`config.mk`:
```
export PLATFORM = sky130hd
export DESIGN_NAME = fft_frame_sequencer_flat
export DESIGN_NICKNAME = d
export VERILOG_FILES = /design/src/rtl/fft_frame_sequencer_if.sv /design/src/rtl/fft_frame_sequencer.sv /design/src/flat_wrapper.sv
export SDC_FILE = /design/constraint.sdc
export NUM_CORES = 1
export LEC_CHECK = 0
export ABC_AREA = 1
export CELL_PAD_IN_SITES_DETAIL_PLACEMENT = 1
export CELL_PAD_IN_SITES_GLOBAL_PLACEMENT = 1
export CORE_MARGIN = 2
export CORE_UTILIZATION = 30
export CTS_BUF_LIST = sky130_fd_sc_hd__clkbuf_8
export DETAILED_ROUTE_END_ITERATION = 6
export PLACE_DENSITY_LB_ADDON = 0.1
export SKIP_LAST_GASP = 1
export SYNTH_ARGS = -nofsm -noshare
export SYNTH_HDL_FRONTEND = slang
export SYNTH_SLANG_ARGS = --single-unit
```
`constraint.sdc`:
```
create_clock -name sclk -period 2.42 [get_ports sclk]
set_input_delay 0.242 -clock sclk [delete_from_list [all_inputs] [get_ports sclk]]
set_output_delay 0.242 -clock sclk [all_outputs]
set_load 0.02 [all_outputs]
```
`src/rtl/fft_frame_sequencer_if.sv`:
```
// Streaming bundle around the FFT frame sequencer.
//  s_*        : sample stream from the sample FIFO (sequencer is the sink)
//  cfg_*      : config word to the FFT core (sequencer is the source)
//  core_in_*  : sample stream to the FFT core (sequencer is the source)
//  core_out_* : spectrum stream from the FFT core (sequencer is the sink)
//  bin_*      : forwarded low bins to downstream (sequencer is the source)
// modport master = sequencer side, modport slave = FIFO/core/downstream side.
interface fft_frame_sequencer_if #(
   parameter int CFG_W = 24
);
   logic [15:0]      s_tdata;
   logic             s_tvalid;
   logic             s_tready;

   logic [CFG_W-1:0] cfg_tdata;
   logic             cfg_tvalid;
   logic             cfg_tready;

   logic [31:0]      core_in_tdata;
   logic             core_in_tvalid;
   logic             core_in_tready;
   logic             core_in_tlast;

   logic [31:0]      core_out_tdata;
   logic             core_out_tvalid;
   logic             core_out_tready;
   logic             core_out_tlast;

   logic [15:0]      bin_tdata;
   logic             bin_tvalid;
   logic             bin_tready;
   logic             bin_tlast;

   modport master (
      input  s_tdata, s_tvalid,
      output s_tready,
      output cfg_tdata, cfg_tvalid,
      input  cfg_tready,
      output core_in_tdata, core_in_tvalid, core_in_tlast,
      input  core_in_tready,
      input  core_out_tdata, core_out_tvalid, core_out_tlast,
      output core_out_tready,
      output bin_tdata, bin_tvalid, bin_tlast,
      input  bin_tready
   );

   modport slave (
      output s_tdata, s_tvalid,
      input  s_tready,
      input  cfg_tdata, cfg_tvalid,
      output cfg_tready,
      input  core_in_tdata, core_in_tvalid, core_in_tlast,
      output core_in_tready,
      output core_out_tdata, core_out_tvalid, core_out_tlast,
      input  core_out_tready,
      input  bin_tdata, bin_tvalid, bin_tlast,
      output bin_tready
   );
endinterface

```
`src/rtl/fft_frame_sequencer.sv`:
```
// FFT frame sequencer: per frame sends one config word to the FFT core,
// streams NFFT samples (tlast on the last), then drains the spectrum and
// forwards the real part of the lower KEEP_BINS bins. One frame in flight.
//
// Ports
//  sclk, rst        clock, asynchronous active-high reset
//  start            1-cycle pulse, accepted only when idle with n_frames != 0
//  n_frames         number of frames, sampled on an accepted start
//  abort            level; finish the current frame then go idle
//  bus              stream bundle (master side), see fft_frame_sequencer_if
//  busy             sequencer not idle
//  frame_done       1-cycle pulse per completed frame
//  frame_cnt        frames completed since the accepted start (wraps)
//  err_tlast        sticky core tlast mismatch, cleared by an accepted start
//
// state   | meaning
// --------+-----------------------------------------------------------
// S_IDLE  | waiting for start
// S_CFG   | presenting the config word to the core
// S_FEED  | passing NFFT samples from the FIFO into the core
// S_DRAIN | reading NFFT bins back, forwarding the lower KEEP_BINS
module fft_frame_sequencer #(
   parameter int          NFFT      = 256,
   parameter int          LOG2N     = 8,
   parameter int          KEEP_BINS = 128,
   parameter int          CFG_W     = 24,
   parameter logic [15:0] SCALE_SCH = 16'hAAAA
) (
   input  logic                  sclk,
   input  logic                  rst,
   input  logic                  start,
   input  logic [15:0]           n_frames,
   input  logic                  abort,
   fft_frame_sequencer_if.master bus,
   output logic                  busy,
   output logic                  frame_done,
   output logic [15:0]           frame_cnt,
   output logic                  err_tlast
);

   typedef enum logic [1:0] {
      S_IDLE,
      S_CFG,
      S_FEED,
      S_DRAIN
   } state_t;

   localparam logic [LOG2N-1:0] LAST_IDX  = LOG2N'(NFFT - 1);
   localparam logic [LOG2N-1:0] KEEP_LAST = LOG2N'(KEEP_BINS - 1);
   // One extra bit so KEEP_BINS == NFFT still compares correctly.
   localparam logic [LOG2N:0]   KEEP_N    = (LOG2N + 1)'(KEEP_BINS);

   state_t            state_q;
   logic [LOG2N-1:0]  samp_cnt_q;
   logic [LOG2N-1:0]  bin_cnt_q;
   logic [15:0]       frames_left_q;
   logic [15:0]       frame_cnt_q;
   logic              cfg_tvalid_q;
   logic              busy_q;
   logic              frame_done_q;
   logic              err_tlast_q;

   logic              in_feed;
   logic              in_drain;
   logic              keep_bin;
   logic              cfg_hs;
   logic              in_hs;
   logic              out_hs;
   logic              bin_at_last;
   logic              unused_core_hi;

   assign in_feed     = (state_q == S_FEED);
   assign in_drain    = (state_q == S_DRAIN);
   assign keep_bin    = ({1'b0, bin_cnt_q} < KEEP_N);
   assign bin_at_last = (bin_cnt_q == LAST_IDX);

   assign cfg_hs = cfg_tvalid_q & bus.cfg_tready;
   assign in_hs  = bus.core_in_tvalid & bus.core_in_tready;
   assign out_hs = bus.core_out_tvalid & bus.core_out_tready;

   // Config word: zero-extended {scale schedule, forward-transform bit}.
   assign bus.cfg_tdata  = {{(CFG_W - 17){1'b0}}, SCALE_SCH, 1'b1};
   assign bus.cfg_tvalid = cfg_tvalid_q;

   // Sample path is a pure passthrough while feeding.
   assign bus.core_in_tdata  = {16'd0, bus.s_tdata};
   assign bus.core_in_tvalid = in_feed & bus.s_tvalid;
   assign bus.s_tready       = in_feed & bus.core_in_tready;
   assign bus.core_in_tlast  = in_feed & (samp_cnt_q == LAST_IDX);

   // Kept bins are flow-controlled by downstream; dropped bins are
   // swallowed at full rate so the core never stalls on them.
   assign bus.bin_tdata       = bus.core_out_tdata[15:0];
   assign bus.bin_tvalid      = in_drain & keep_bin & bus.core_out_tvalid;
   assign bus.bin_tlast       = in_drain & keep_bin & (bin_cnt_q == KEEP_LAST);
   assign bus.core_out_tready = in_drain & (keep_bin ? bus.bin_tready : 1'b1);

   assign unused_core_hi = ^bus.core_out_tdata[31:16];

   assign busy       = busy_q;
   assign frame_done = frame_done_q;
   assign frame_cnt  = frame_cnt_q;
   assign err_tlast  = err_tlast_q;

   always_ff @(posedge sclk or posedge rst) begin
      if (rst) begin
         state_q       <= S_IDLE;
         samp_cnt_q    <= '0;
         bin_cnt_q     <= '0;
         frames_left_q <= '0;
         frame_cnt_q   <= '0;
         cfg_tvalid_q  <= 1'b0;
         busy_q        <= 1'b0;
         frame_done_q  <= 1'b0;
         err_tlast_q   <= 1'b0;
      end else begin
         frame_done_q <= 1'b0;
         case (state_q)
            S_IDLE: begin
               if (start && (n_frames != 16'd0)) begin
                  frames_left_q <= n_frames;
                  frame_cnt_q   <= '0;
                  err_tlast_q   <= 1'b0;
                  cfg_tvalid_q  <= 1'b1;
                  busy_q        <= 1'b1;
                  state_q       <= S_CFG;
               end
            end

            S_CFG: begin
               // A handshake in the same cycle as abort commits the frame.
               if (cfg_hs) begin
                  cfg_tvalid_q <= 1'b0;
                  state_q      <= S_FEED;
               end else if (abort) begin
                  cfg_tvalid_q <= 1'b0;
                  busy_q       <= 1'b0;
                  state_q      <= S_IDLE;
               end
            end

            S_FEED: begin
               if (in_hs) begin
                  if (samp_cnt_q == LAST_IDX) begin
                     samp_cnt_q <= '0;
                     state_q    <= S_DRAIN;
                  end else begin
                     samp_cnt_q <= samp_cnt_q + LOG2N'(1);
                  end
               end
            end

            S_DRAIN: begin
               if (out_hs) begin
                  // Core tlast must coincide exactly with the last bin.
                  if (bus.core_out_tlast != bin_at_last) begin
                     err_tlast_q <= 1'b1;
                  end
                  // An early tlast still ends the frame so we resync.
                  if (bus.core_out_tlast || bin_at_last) begin
                     bin_cnt_q     <= '0;
                     frame_done_q  <= 1'b1;
                     frame_cnt_q   <= frame_cnt_q + 16'd1;
                     frames_left_q <= frames_left_q - 16'd1;
                     if ((frames_left_q == 16'd1) || abort) begin
                        busy_q  <= 1'b0;
                        state_q <= S_IDLE;
                     end else begin
                        cfg_tvalid_q <= 1'b1;
                        state_q      <= S_CFG;
                     end
                  end else begin
                     bin_cnt_q <= bin_cnt_q + LOG2N'(1);
                  end
               end
            end

            default: begin
               cfg_tvalid_q <= 1'b0;
               busy_q       <= 1'b0;
               state_q      <= S_IDLE;
            end
         endcase
      end
   end

endmodule

```
`src/flat_wrapper.sv`:
```
// flat-port wrapper written by rule: the top's interface ports become plain ports
module fft_frame_sequencer_flat 
#(
   parameter int          NFFT      = 256,
   parameter int          LOG2N     = 8,
   parameter int          KEEP_BINS = 128,
   parameter int          CFG_W     = 24,
   parameter logic [15:0] SCALE_SCH = 16'hAAAA
)
  (sclk, rst, start, n_frames, abort, busy, frame_done, frame_cnt, err_tlast, bus_s_tdata, bus_s_tvalid, bus_s_tready, bus_cfg_tdata, bus_cfg_tvalid, bus_cfg_tready, bus_core_in_tdata, bus_core_in_tvalid, bus_core_in_tlast, bus_core_in_tready, bus_core_out_tdata, bus_core_out_tvalid, bus_core_out_tlast, bus_core_out_tready, bus_bin_tdata, bus_bin_tvalid, bus_bin_tlast, bus_bin_tready);
  fft_frame_sequencer_if #(.CFG_W(CFG_W)) bus_i ();
  input  logic sclk;
  input  logic rst;
  input  logic start;
  input  logic [15:0] n_frames;
  input  logic abort;
  output logic busy;
  output logic frame_done;
  output logic [15:0] frame_cnt;
  output logic err_tlast;
  input wire logic [$bits(bus_i.s_tdata)-1:0] bus_s_tdata;
  input wire logic [$bits(bus_i.s_tvalid)-1:0] bus_s_tvalid;
  output wire logic [$bits(bus_i.s_tready)-1:0] bus_s_tready;
  output wire logic [$bits(bus_i.cfg_tdata)-1:0] bus_cfg_tdata;
  output wire logic [$bits(bus_i.cfg_tvalid)-1:0] bus_cfg_tvalid;
  input wire logic [$bits(bus_i.cfg_tready)-1:0] bus_cfg_tready;
  output wire logic [$bits(bus_i.core_in_tdata)-1:0] bus_core_in_tdata;
  output wire logic [$bits(bus_i.core_in_tvalid)-1:0] bus_core_in_tvalid;
  output wire logic [$bits(bus_i.core_in_tlast)-1:0] bus_core_in_tlast;
  input wire logic [$bits(bus_i.core_in_tready)-1:0] bus_core_in_tready;
  input wire logic [$bits(bus_i.core_out_tdata)-1:0] bus_core_out_tdata;
  input wire logic [$bits(bus_i.core_out_tvalid)-1:0] bus_core_out_tvalid;
  input wire logic [$bits(bus_i.core_out_tlast)-1:0] bus_core_out_tlast;
  output wire logic [$bits(bus_i.core_out_tready)-1:0] bus_core_out_tready;
  output wire logic [$bits(bus_i.bin_tdata)-1:0] bus_bin_tdata;
  output wire logic [$bits(bus_i.bin_tvalid)-1:0] bus_bin_tvalid;
  output wire logic [$bits(bus_i.bin_tlast)-1:0] bus_bin_tlast;
  input wire logic [$bits(bus_i.bin_tready)-1:0] bus_bin_tready;
  assign bus_i.s_tdata = bus_s_tdata;
  assign bus_i.s_tvalid = bus_s_tvalid;
  assign bus_s_tready = bus_i.s_tready;
  assign bus_cfg_tdata = bus_i.cfg_tdata;
  assign bus_cfg_tvalid = bus_i.cfg_tvalid;
  assign bus_i.cfg_tready = bus_cfg_tready;
  assign bus_core_in_tdata = bus_i.core_in_tdata;
  assign bus_core_in_tvalid = bus_i.core_in_tvalid;
  assign bus_core_in_tlast = bus_i.core_in_tlast;
  assign bus_i.core_in_tready = bus_core_in_tready;
  assign bus_i.core_out_tdata = bus_core_out_tdata;
  assign bus_i.core_out_tvalid = bus_core_out_tvalid;
  assign bus_i.core_out_tlast = bus_core_out_tlast;
  assign bus_core_out_tready = bus_i.core_out_tready;
  assign bus_bin_tdata = bus_i.bin_tdata;
  assign bus_bin_tvalid = bus_i.bin_tvalid;
  assign bus_bin_tlast = bus_i.bin_tlast;
  assign bus_i.bin_tready = bus_bin_tready;
  fft_frame_sequencer #(.NFFT(NFFT), .LOG2N(LOG2N), .KEEP_BINS(KEEP_BINS), .CFG_W(CFG_W), .SCALE_SCH(SCALE_SCH)) u_core (.sclk(sclk), .rst(rst), .start(start), .n_frames(n_frames), .abort(abort), .bus(bus_i), .busy(busy), .frame_done(frame_done), .frame_cnt(frame_cnt), .err_tlast(err_tlast));
endmodule
```
==> flow_results.xml, run 1 <==
<?xml version="1.0" encoding="UTF-8"?>
<metrics>
  <group name="setup_path">
    <metric name="cell_with_the_largest_stage_delay_on_the_worst_path" unit="">sky130_fd_sc_hd__clkdlybuf4s50_1</metric>
    <metric name="stage_delay_of_the_slowest_cell_on_the_critical_path" unit="ns">0.60</metric>
    <metric name="regToRegEndpoint" unit="">u_core.frames_left_q[15]$_DFFE_PP0P_</metric>
    <metric name="worstRegToRegCells" unit="">12</metric>
    <metric name="path_cells" unit="">ha_1 &gt; nand2_1 &gt; nor2_1 &gt; nand2_1 &gt; nor2_1 &gt; clkdlybuf4s50_1</metric>
    <metric name="crit_type" unit="">reg -&gt; out</metric>
    <metric name="r2r_slack" unit="ns">0.29</metric>
    <metric name="timing.critical_path.to_type" unit="">output pin</metric>
    <metric name="required" unit="ns">2.18</metric>
    <metric name="crit_fanout" unit="">4</metric>
    <metric name="r2r_startpoint" unit="">u_core.bin_cnt_q[0]$_DFFE_PP0P_</metric>
    <metric name="crit_path_start_kind" unit="">flop</metric>
    <metric name="worst_setup_path_startpoint" unit="">u_core.samp_cnt_q[0]$_DFFE_PP0P_</metric>
    <metric name="critical_path_arrival" unit="ns">1.96</metric>
  </group>
  <group name="sta">
    <metric name="setup_viol" unit="">0</metric>
    <metric name="maxSlewHeadroom" unit="">0.6130</metric>
    <metric name="worst_case_clock_skew" unit="ns">0.01081</metric>
    <metric name="period_minus_slack" unit="ns">2.200</metric>
    <metric name="whs" unit="ns">0.2822</metric>
    <metric name="final_total_negative_setup_slack" unit="ns">0</metric>
    <metric name="final-hold-violation-count" unit="">0</metric>
    <metric name="final_min_period_over_clock_period" unit="">0.9092</metric>
    <metric name="max_freq" unit="MHz">454.5</metric>
    <metric name="slew_violations" unit="">0</metric>
    <metric name="timing_worst_slew_pin_value" unit="ns">0.5796</metric>
    <metric name="rsz_0062_raised_after_global_routing" unit="">false</metric>
    <metric name="setup_ws" unit="ns">0.2197</metric>
  </group>
  <group name="power_and_ir_drop">
    <metric name="vdd_drop_max" unit="mV">0.3230</metric>
    <metric name="power" unit="mW">3.664</metric>
    <metric name="power.density" unit="nW/um^2">837.4</metric>
    <metric name="leakage_power_total" unit="nW">2.021</metric>
  </group>
  <group name="global_routing">
    <metric name="first_pass_grt_wire_length" unit="um">17460</metric>
    <metric name="number_of_global_route_vias_before_repair" unit="">3532</metric>
    <metric name="grt.busiest_layer" unit="">met2</metric>
    <metric name="grt_util_met1" unit="">0.1904</metric>
    <metric name="grt_resource_usage_total" unit="">0.1519</metric>
    <metric name="grt_use_met2" unit="">0.2669</metric>
    <metric name="pin_count_of_the_biggest_net_entering_global_routing" unit="">26</metric>
    <metric name="initial_antenna_violation_count" unit="">0</metric>
    <metric name="grt_use_met3" unit="">0.02268</metric>
    <metric name="overflow" unit="">0</metric>
  </group>
  <group name="routing">
    <metric name="drt-initial-drc-count" unit="">127</metric>
    <metric name="drc" unit="">0</metric>
    <metric name="wl_per_cell" unit="um">13.69</metric>
    <metric name="final_antenna_net_count" unit="">0</metric>
    <metric name="routed_wl" unit="um">10410</metric>
    <metric name="detailedRoute.firstPassIterationCount" unit="">4</metric>
    <metric name="vias" unit="">3481</metric>
    <metric name="viasPerCell" unit="">4.580</metric>
  </group>
  <group name="floorplan">
    <metric name="row_count" unit="">41</metric>
    <metric name="initial_core_util" unit="">0.3101</metric>
    <metric name="dieArea" unit="um^2">14080</metric>
    <metric name="core_box_area" unit="um^2">12720</metric>
    <metric name="die-height" unit="um">118.7</metric>
    <metric name="die_width" unit="um">118.7</metric>
    <metric name="top_level_ports" unit="">172</metric>
  </group>
  <group name="logic_synthesis">
    <metric name="synthesis.instances" unit="">565</metric>
    <metric name="dominantRegCellSynth" unit="">sky130_fd_sc_hd__dfrtp_1</metric>
    <metric name="sequential_to_total_area_share_from_yosys_stat" unit="">0.3425</metric>
    <metric name="post_synthesis_async_set_or_reset_flop_share" unit="">1.000</metric>
    <metric name="netlist-cell-type-count" unit="">40</metric>
    <metric name="synthMostInstantiatedCell" unit="">sky130_fd_sc_hd__nand2_1</metric>
    <metric name="yosysWarnings" unit="">0</metric>
    <metric name="post_synth.cell_area_avg" unit="um^2">6.982</metric>
    <metric name="netlist.top_cell.by_area" unit="">sky130_fd_sc_hd__dfrtp_1</metric>
    <metric name="yosys.area.top_type_share" unit="">0.3425</metric>
    <metric name="synth_top_cells_by_area" unit="">sky130_fd_sc_hd__dfrtp_1 34%, sky130_fd_sc_hd__buf_4 14%, sky130_fd_sc_hd__nand2_1 13%</metric>
    <metric name="synthTopCellsByCount" unit="">139 x sky130_fd_sc_hd__nand2_1, 79 x sky130_fd_sc_hd__nor2_1, 75 x sky130_fd_sc_hd__buf_4, 54 x sky130_fd_sc_hd__dfrtp_1, 48 x sky130_fd_sc_hd__inv_1</metric>
    <metric name="cell_area_after_synthesis" unit="um^2">3945</metric>
    <metric name="synth-edff-count" unit="">0</metric>
    <metric name="ys_seq_elements" unit="">54</metric>
  </group>
  <group name="finish">
    <metric name="num-nets-final" unit="">667</metric>
    <metric name="post-route-util" unit="">0.3439</metric>
    <metric name="insertedDiodeCount" unit="">0</metric>
    <metric name="drive_gt1_frac" unit="">0.05442</metric>
    <metric name="final-seq-area" unit="um^2">1351</metric>
    <metric name="layout.cell_area.non_filler" unit="um^2">4375</metric>
    <metric name="multi_input_area" unit="um^2">1931</metric>
    <metric name="layout-area-overhead-vs-synth" unit="%">10.91</metric>
    <metric name="post_layout_nonfiller_instances" unit="">760</metric>
    <metric name="fillCellCount" unit="">1652</metric>
  </group>
  <group name="place">
    <metric name="place_worst_setup_slack" unit="ns">0.2483</metric>
    <metric name="globalplace.congestion" unit="">0.7841</metric>
    <metric name="placed_area" unit="um^2">4280</metric>
    <metric name="place.port_buffers" unit="">51</metric>
    <metric name="numPlacedInstances" unit="">752</metric>
    <metric name="hpwl" unit="um">7965</metric>
  </group>
  <group name="min_path">
    <metric name="min-delay-path-class" unit="">in -&gt; async</metric>
  </group>
  <group name="clocking">
    <metric name="ctsResizeCount" unit="">0</metric>
    <metric name="clock_insertion_delay_worst_skew" unit="ns">0.33</metric>
    <metric name="tritoncts" unit="">done</metric>
    <metric name="postCtsSetupBuffers" unit="">0</metric>
    <metric name="htree_num_levels" unit="">2</metric>
    <metric name="cts.clk_slew.worst_paths" unit="ns">0.11</metric>
    <metric name="root_buffer" unit="">sky130_fd_sc_hd__clkbuf_8</metric>
    <metric name="hold_bufs_at_cts" unit="">0</metric>
    <metric name="tritoncts_num_sinks" unit="">54</metric>
    <metric name="cts-root-to-sink-buffers" unit="">2</metric>
    <metric name="tritoncts.num_buffers" unit="">5</metric>
  </group>
  <group name="status">
    <metric name="run_status" unit="">completed</metric>
  </group>
  <group name="job">
    <metric name="cap_viol_max_count" unit="">0</metric>
  </group>
</metrics>
-- registers in the layout, indices dropped and copies added, names as in the netlist, named ones only --
name and flops:
u_core.bus.cfg_tvalid 1, u_core.busy 1, u_core.samp_cnt_q 8, u_core.frame_cnt 16, u_core.bin_cnt_q 8, u_core.err_tlast 1, u_core.frame_done 1, u_core.frames_left_q 16
u_core.state_q 1
-- placed cells by master (no fill, tap or decap), types with 2 or more instances in the layout --
| cell type | n |
|---|---|
| sky130_fd_sc_hd__a31o_2 | 2 |
| sky130_fd_sc_hd__inv_1 | 47 |
| sky130_fd_sc_hd__clkdlybuf4s50_1 | 51 |
| sky130_fd_sc_hd__nand3_1 | 39 |
| sky130_fd_sc_hd__buf_4 | 7 |
| sky130_fd_sc_hd__inv_2 | 3 |
| sky130_fd_sc_hd__conb_1 | 40 |
| sky130_fd_sc_hd__o21ai_1 | 5 |
| sky130_fd_sc_hd__nand4_1 | 11 |
| sky130_fd_sc_hd__o21bai_1 | 2 |
| sky130_fd_sc_hd__a31oi_1 | 3 |
| sky130_fd_sc_hd__xor2_1 | 7 |
| sky130_fd_sc_hd__nor2_1 | 79 |
| sky130_fd_sc_hd__nand2_4 | 3 |
| sky130_fd_sc_hd__nor4_1 | 2 |
| sky130_fd_sc_hd__o21a_1 | 3 |
| sky130_fd_sc_hd__nand2_1 | 139 |
| sky130_fd_sc_hd__nor3_1 | 10 |
| sky130_fd_sc_hd__clkbuf_8 | 6 |
| sky130_fd_sc_hd__a21oi_1 | 16 |
| sky130_fd_sc_hd__nor2_2 | 3 |
| sky130_fd_sc_hd__o21ai_0 | 32 |
| sky130_fd_sc_hd__dfrtp_1 | 54 |
| sky130_fd_sc_hd__ha_1 | 6 |
-- worst max path at each step --
stage	to	slack (ns)	cells after the start
floorplan	u_core.frames_left_q[8]$_DFFE_PP0P_	0.64	12
global placement	u_core.frames_left_q[15]$_DFFE_PP0P_	0.29	12
detailed placement	u_core.frames_left_q[12]$_DFFE_PP0P_	0.25	12
CTS	bus_core_in_tlast	0.16	6
global route	bus_core_in_tlast	0.05	6
finish	bus_core_in_tlast	0.22	6
-- metal layers --
metal | vias to the layer above | wire length, um
met1 | 1655 | 4932
met2 | 71 | 4947
met5 | - | 0
li1 | 1739 | -
met3 | 16 | 386
met4 | 0 | 141
-- worst max-delay path, delay by kind of cell (launching register included) --
kind          cells  cell delay (ns)
buf+inv           1             0.60
flops             1             0.41
simple gates      4             0.41
fa+ha+maj         1             0.21
-- kinds of logic after synthesis --
| group | count (synthesis) | share of synthesized area |
|---|---|---|
| adder cells (fa/ha/maj) | 6 | 0.01903 |
| AO/OA/AOI/OAI | 69 | 0.09864 |
| XOR/XNOR | 8 | 0.01776 |
| other | 2 | 0.001904 |
| AND/OR/NAND/NOR | 292 | 0.3159 |
| flip-flops | 54 | 0.3425 |
| buffers and inverters | 134 | 0.2042 |
-- area by class of cell --
type,count,area share
clock buffers,6,0.01887
well taps,172,0.04918
inverters,52,0.04575
repair buffers,59,0.1333
clock inverters,2,0.002860
flip-flops and latches,54,0.3088
multi-input cells,415,0.4412
-- power by group --
group	switching [mW]	leakage, nW	internal (mW)
Clock	0.337	0.0472	0.231
Combinational	1.07	1.27	0.589
Sequential	0.276	0.701	1.16
Total	1.68	2.02	1.98
Power figures use the tool's default switching activity.
==> run 2: changes to the inputs <==
SETUP_SLACK_MARGIN = 0.4   (was unset)
==> run 2 against run 1 <==
Against the previous run:
- die area stayed put
- sequential cell count stayed put
- via count is 0.80% higher
- final area is 2.2% higher
- critical path depth is 3 lower
- register-to-register slack better by 0.28 ns
- fmax is 13% higher
- total power is 2.8% higher
- sequential power hardly changed
- hold slack worse by 0.0039 ns
- clock skew is 0.00056 ns lower
- core utilization is 0.77 points higher
- critical path type unchanged
- largest cell class unchanged
- largest power group unchanged
==> flow_results.xml, run 2 (same netlist as run 1, synthesis figures left out) <==
<?xml version="1.0" encoding="UTF-8"?>
<metrics>
  <group name="status">
    <metric name="run_status" unit="">completed</metric>
  </group>
  <group name="clocking">
    <metric name="cts.clk_slew.worst_paths" unit="ns">0.11</metric>
    <metric name="root_buffer" unit="">sky130_fd_sc_hd__clkbuf_8</metric>
    <metric name="tritoncts.num_buffers" unit="">5</metric>
    <metric name="clock_insertion_delay_worst_skew" unit="ns">0.33</metric>
    <metric name="hold_bufs_at_cts" unit="">0</metric>
    <metric name="htree_num_levels" unit="">2</metric>
    <metric name="cts-root-to-sink-buffers" unit="">2</metric>
    <metric name="tritoncts" unit="">done</metric>
    <metric name="tritoncts_num_sinks" unit="">54</metric>
  </group>
  <group name="floorplan">
    <metric name="dieArea" unit="um^2">14080</metric>
    <metric name="core_box_area" unit="um^2">12720</metric>
    <metric name="die-height" unit="um">118.7</metric>
    <metric name="die_width" unit="um">118.7</metric>
    <metric name="row_count" unit="">41</metric>
    <metric name="initial_core_util" unit="">0.3101</metric>
    <metric name="top_level_ports" unit="">172</metric>
  </group>
  <group name="finish">
    <metric name="layout-area-overhead-vs-synth" unit="%">13.38</metric>
    <metric name="num-nets-final" unit="">673</metric>
    <metric name="layout.cell_area.non_filler" unit="um^2">4473</metric>
    <metric name="drive_gt1_frac" unit="">0.07912</metric>
    <metric name="insertedDiodeCount" unit="">0</metric>
    <metric name="most_used_cells_in_the_layout_excluding_fill_and_tap_cells" unit="">139 x sky130_fd_sc_hd__nand2_1, 76 x sky130_fd_sc_hd__nor2_1, 52 x sky130_fd_sc_hd__dfrtp_1, 47 x sky130_fd_sc_hd__inv_1, 46 x sky130_fd_sc_hd__clkdlybuf4s50_1</metric>
    <metric name="post-route-util" unit="">0.3516</metric>
    <metric name="most_frequent_standard_cell_in_the_layout_excluding_fill_and_tap_cells" unit="">sky130_fd_sc_hd__nand2_1</metric>
  </group>
  <group name="setup_path">
    <metric name="crit_type" unit="">reg -&gt; out</metric>
    <metric name="path_delay_family" unit="">buffers and inverters</metric>
    <metric name="worstRegToRegCells" unit="">12</metric>
    <metric name="timing.critical_path.to_type" unit="">output pin</metric>
    <metric name="crit_fanout" unit="">8</metric>
    <metric name="crit_path_start_kind" unit="">flop</metric>
    <metric name="worstSetupPathDepth" unit="">3</metric>
    <metric name="r2r_startpoint" unit="">u_core.bin_cnt_q[3]$_DFFE_PP0P_</metric>
    <metric name="stage_delay_of_the_slowest_cell_on_the_critical_path" unit="ns">0.61</metric>
    <metric name="worst_setup_path_startpoint" unit="">u_core.state_q[0]$_DFFE_PP0P_</metric>
    <metric name="required" unit="ns">2.18</metric>
    <metric name="worstSetupEndpoint" unit="">bus_core_out_tready</metric>
    <metric name="r2r_slack" unit="ns">0.57</metric>
    <metric name="critical_path_arrival" unit="ns">1.70</metric>
    <metric name="regToRegEndpoint" unit="">u_core.busy$_DFFE_PP0P_</metric>
    <metric name="path_cells" unit="">nand2_2 &gt; nor2_4 &gt; clkdlybuf4s50_1</metric>
    <metric name="cell_with_the_largest_stage_delay_on_the_worst_path" unit="">sky130_fd_sc_hd__clkdlybuf4s50_1</metric>
    <metric name="timing.critical_path.buf_inv" unit="">1</metric>
  </group>
  <group name="routing">
    <metric name="viasPerCell" unit="">4.581</metric>
    <metric name="final_antenna_net_count" unit="">0</metric>
    <metric name="detailedRoute.firstPassIterationCount" unit="">4</metric>
    <metric name="routed_wl" unit="um">10520</metric>
    <metric name="wl_per_cell" unit="um">13.73</metric>
    <metric name="vias" unit="">3509</metric>
    <metric name="drc" unit="">0</metric>
    <metric name="drt-initial-drc-count" unit="">163</metric>
  </group>
  <group name="power_and_ir_drop">
    <metric name="vdd_drop_max" unit="mV">0.3233</metric>
    <metric name="leakage_power_total" unit="nW">2.087</metric>
    <metric name="power.density" unit="nW/um^2">842.4</metric>
  </group>
  <group name="sta">
    <metric name="setup_viol" unit="">0</metric>
    <metric name="final-hold-violation-count" unit="">0</metric>
    <metric name="timing_worst_slew_pin_value" unit="ns">0.5726</metric>
    <metric name="whs" unit="ns">0.2783</metric>
    <metric name="period_minus_slack" unit="ns">1.939</metric>
    <metric name="slew_violations" unit="">0</metric>
    <metric name="final_total_negative_setup_slack" unit="ns">0</metric>
    <metric name="max_freq" unit="MHz">515.8</metric>
    <metric name="setup_ws" unit="ns">0.4811</metric>
    <metric name="rsz_0062_raised_after_global_routing" unit="">true</metric>
    <metric name="worst_case_clock_skew" unit="ns">0.01026</metric>
    <metric name="final_min_period_over_clock_period" unit="">0.8012</metric>
    <metric name="maxSlewHeadroom" unit="">0.6177</metric>
  </group>
  <group name="place">
    <metric name="globalplace.congestion" unit="">0.7841</metric>
    <metric name="place.port_buffers" unit="">51</metric>
    <metric name="place_worst_setup_slack" unit="ns">0.2483</metric>
    <metric name="hpwl" unit="um">7965</metric>
    <metric name="placed_area" unit="um^2">4280</metric>
  </group>
  <group name="global_routing">
    <metric name="grt.busiest_layer" unit="">met2</metric>
    <metric name="overflow" unit="">0</metric>
    <metric name="first_pass_grt_wire_length" unit="um">17550</metric>
    <metric name="grt_use_met3" unit="">0.02268</metric>
    <metric name="grt_use_met2" unit="">0.2698</metric>
    <metric name="pin_count_of_the_biggest_net_entering_global_routing" unit="">26</metric>
    <metric name="grt_util_met1" unit="">0.1905</metric>
    <metric name="initial_antenna_violation_count" unit="">0</metric>
    <metric name="number_of_global_route_vias_before_repair" unit="">3560</metric>
    <metric name="grt_resource_usage_total" unit="">0.1527</metric>
  </group>
  <group name="job">
    <metric name="cap_viol_max_count" unit="">0</metric>
  </group>
  <group name="min_path">
    <metric name="min-delay-path-class" unit="">in -&gt; async</metric>
  </group>
</metrics>
run 2: timing repair:
| item | in CTS | in global routing |
|---|---|---|
| endpoints found under the setup margin | 29 | 23 |
| pin swaps | 0 | 2 |
| gates resized for setup | 12 | 12 |
| buffers inserted | 1 | 5 |
run 2: area by class of cell:
cell class	count	area [um^2]
repair buffers	65	636.9
clock buffers	6	82.58
multi-input cells	415	1967
inverters	52	205.2
flip-flops and latches	54	1354
fillers	1650	8249
well taps	172	215.2
clock inverters	2	12.51
run 2: power by group:
group | switching, mW | leakage [nW] | internal (mW) | total (mW)
Combinational | 1.11 | 1.34 | 0.650 | 1.76
Sequential | 0.274 | 0.699 | 1.17 | 1.44
Clock | 0.337 | 0.0472 | 0.231 | 0.569
run 2: worst min path at each step:
stage / from / endpoint / slack (ns)
6_report: rst / u_core.frame_cnt[1]$_DFFE_PP0P_ / 0.28
5_1_grt: rst / u_core.frame_cnt[1]$_DFFE_PP0P_ / 0.32
4_1_cts: rst / u_core.frame_cnt[1]$_DFFE_PP0P_ / 0.29
3_5_place_dp: bus_core_out_tdata[14] / bus_bin_tdata[14] / 0.48
3_3_place_gp: bus_core_out_tdata[14] / bus_bin_tdata[14] / 0.48
2_1_floorplan: n_frames[13] / u_core.frames_left_q[13]$_DFFE_PP0P_ / 0.41
run 2: metal layers:
metal	routed length (um)	up-vias
met1	4949	1665
met3	400	16
met4	141	0
li1	-	1753
met5	0	-
met2	5029	75
run 2: metrics by stage:
| step | std cells | total power, mW |
|---|---|---|
| 2_1_floorplan | 603 | 2.727 |
| 3_5_place_dp | 752 | 3.147 |
| 6_report | 766 | 3.768 |
| 4_1_cts | 761 | 3.781 |
| 5_1_grt | 766 | 4.144 |
| 3_3_place_gp | 752 | 3.101 |
run 2: worst reg2reg max path, stage by stage, from the launching register on:
cell	delay [ns]
sky130_fd_sc_hd__dfrtp_1	0.39
sky130_fd_sc_hd__inv_1	0.09
sky130_fd_sc_hd__nor2_2	0.13
sky130_fd_sc_hd__nand3_2	0.10
sky130_fd_sc_hd__nor2_1	0.10
sky130_fd_sc_hd__nand2_1	0.09
sky130_fd_sc_hd__ha_4	0.20
sky130_fd_sc_hd__nand2_1	0.11
sky130_fd_sc_hd__nand2_1	0.08
sky130_fd_sc_hd__nor3_1	0.18
sky130_fd_sc_hd__nand2_1	0.10
sky130_fd_sc_hd__o21ai_1	0.13
sky130_fd_sc_hd__nand2_1	0.06
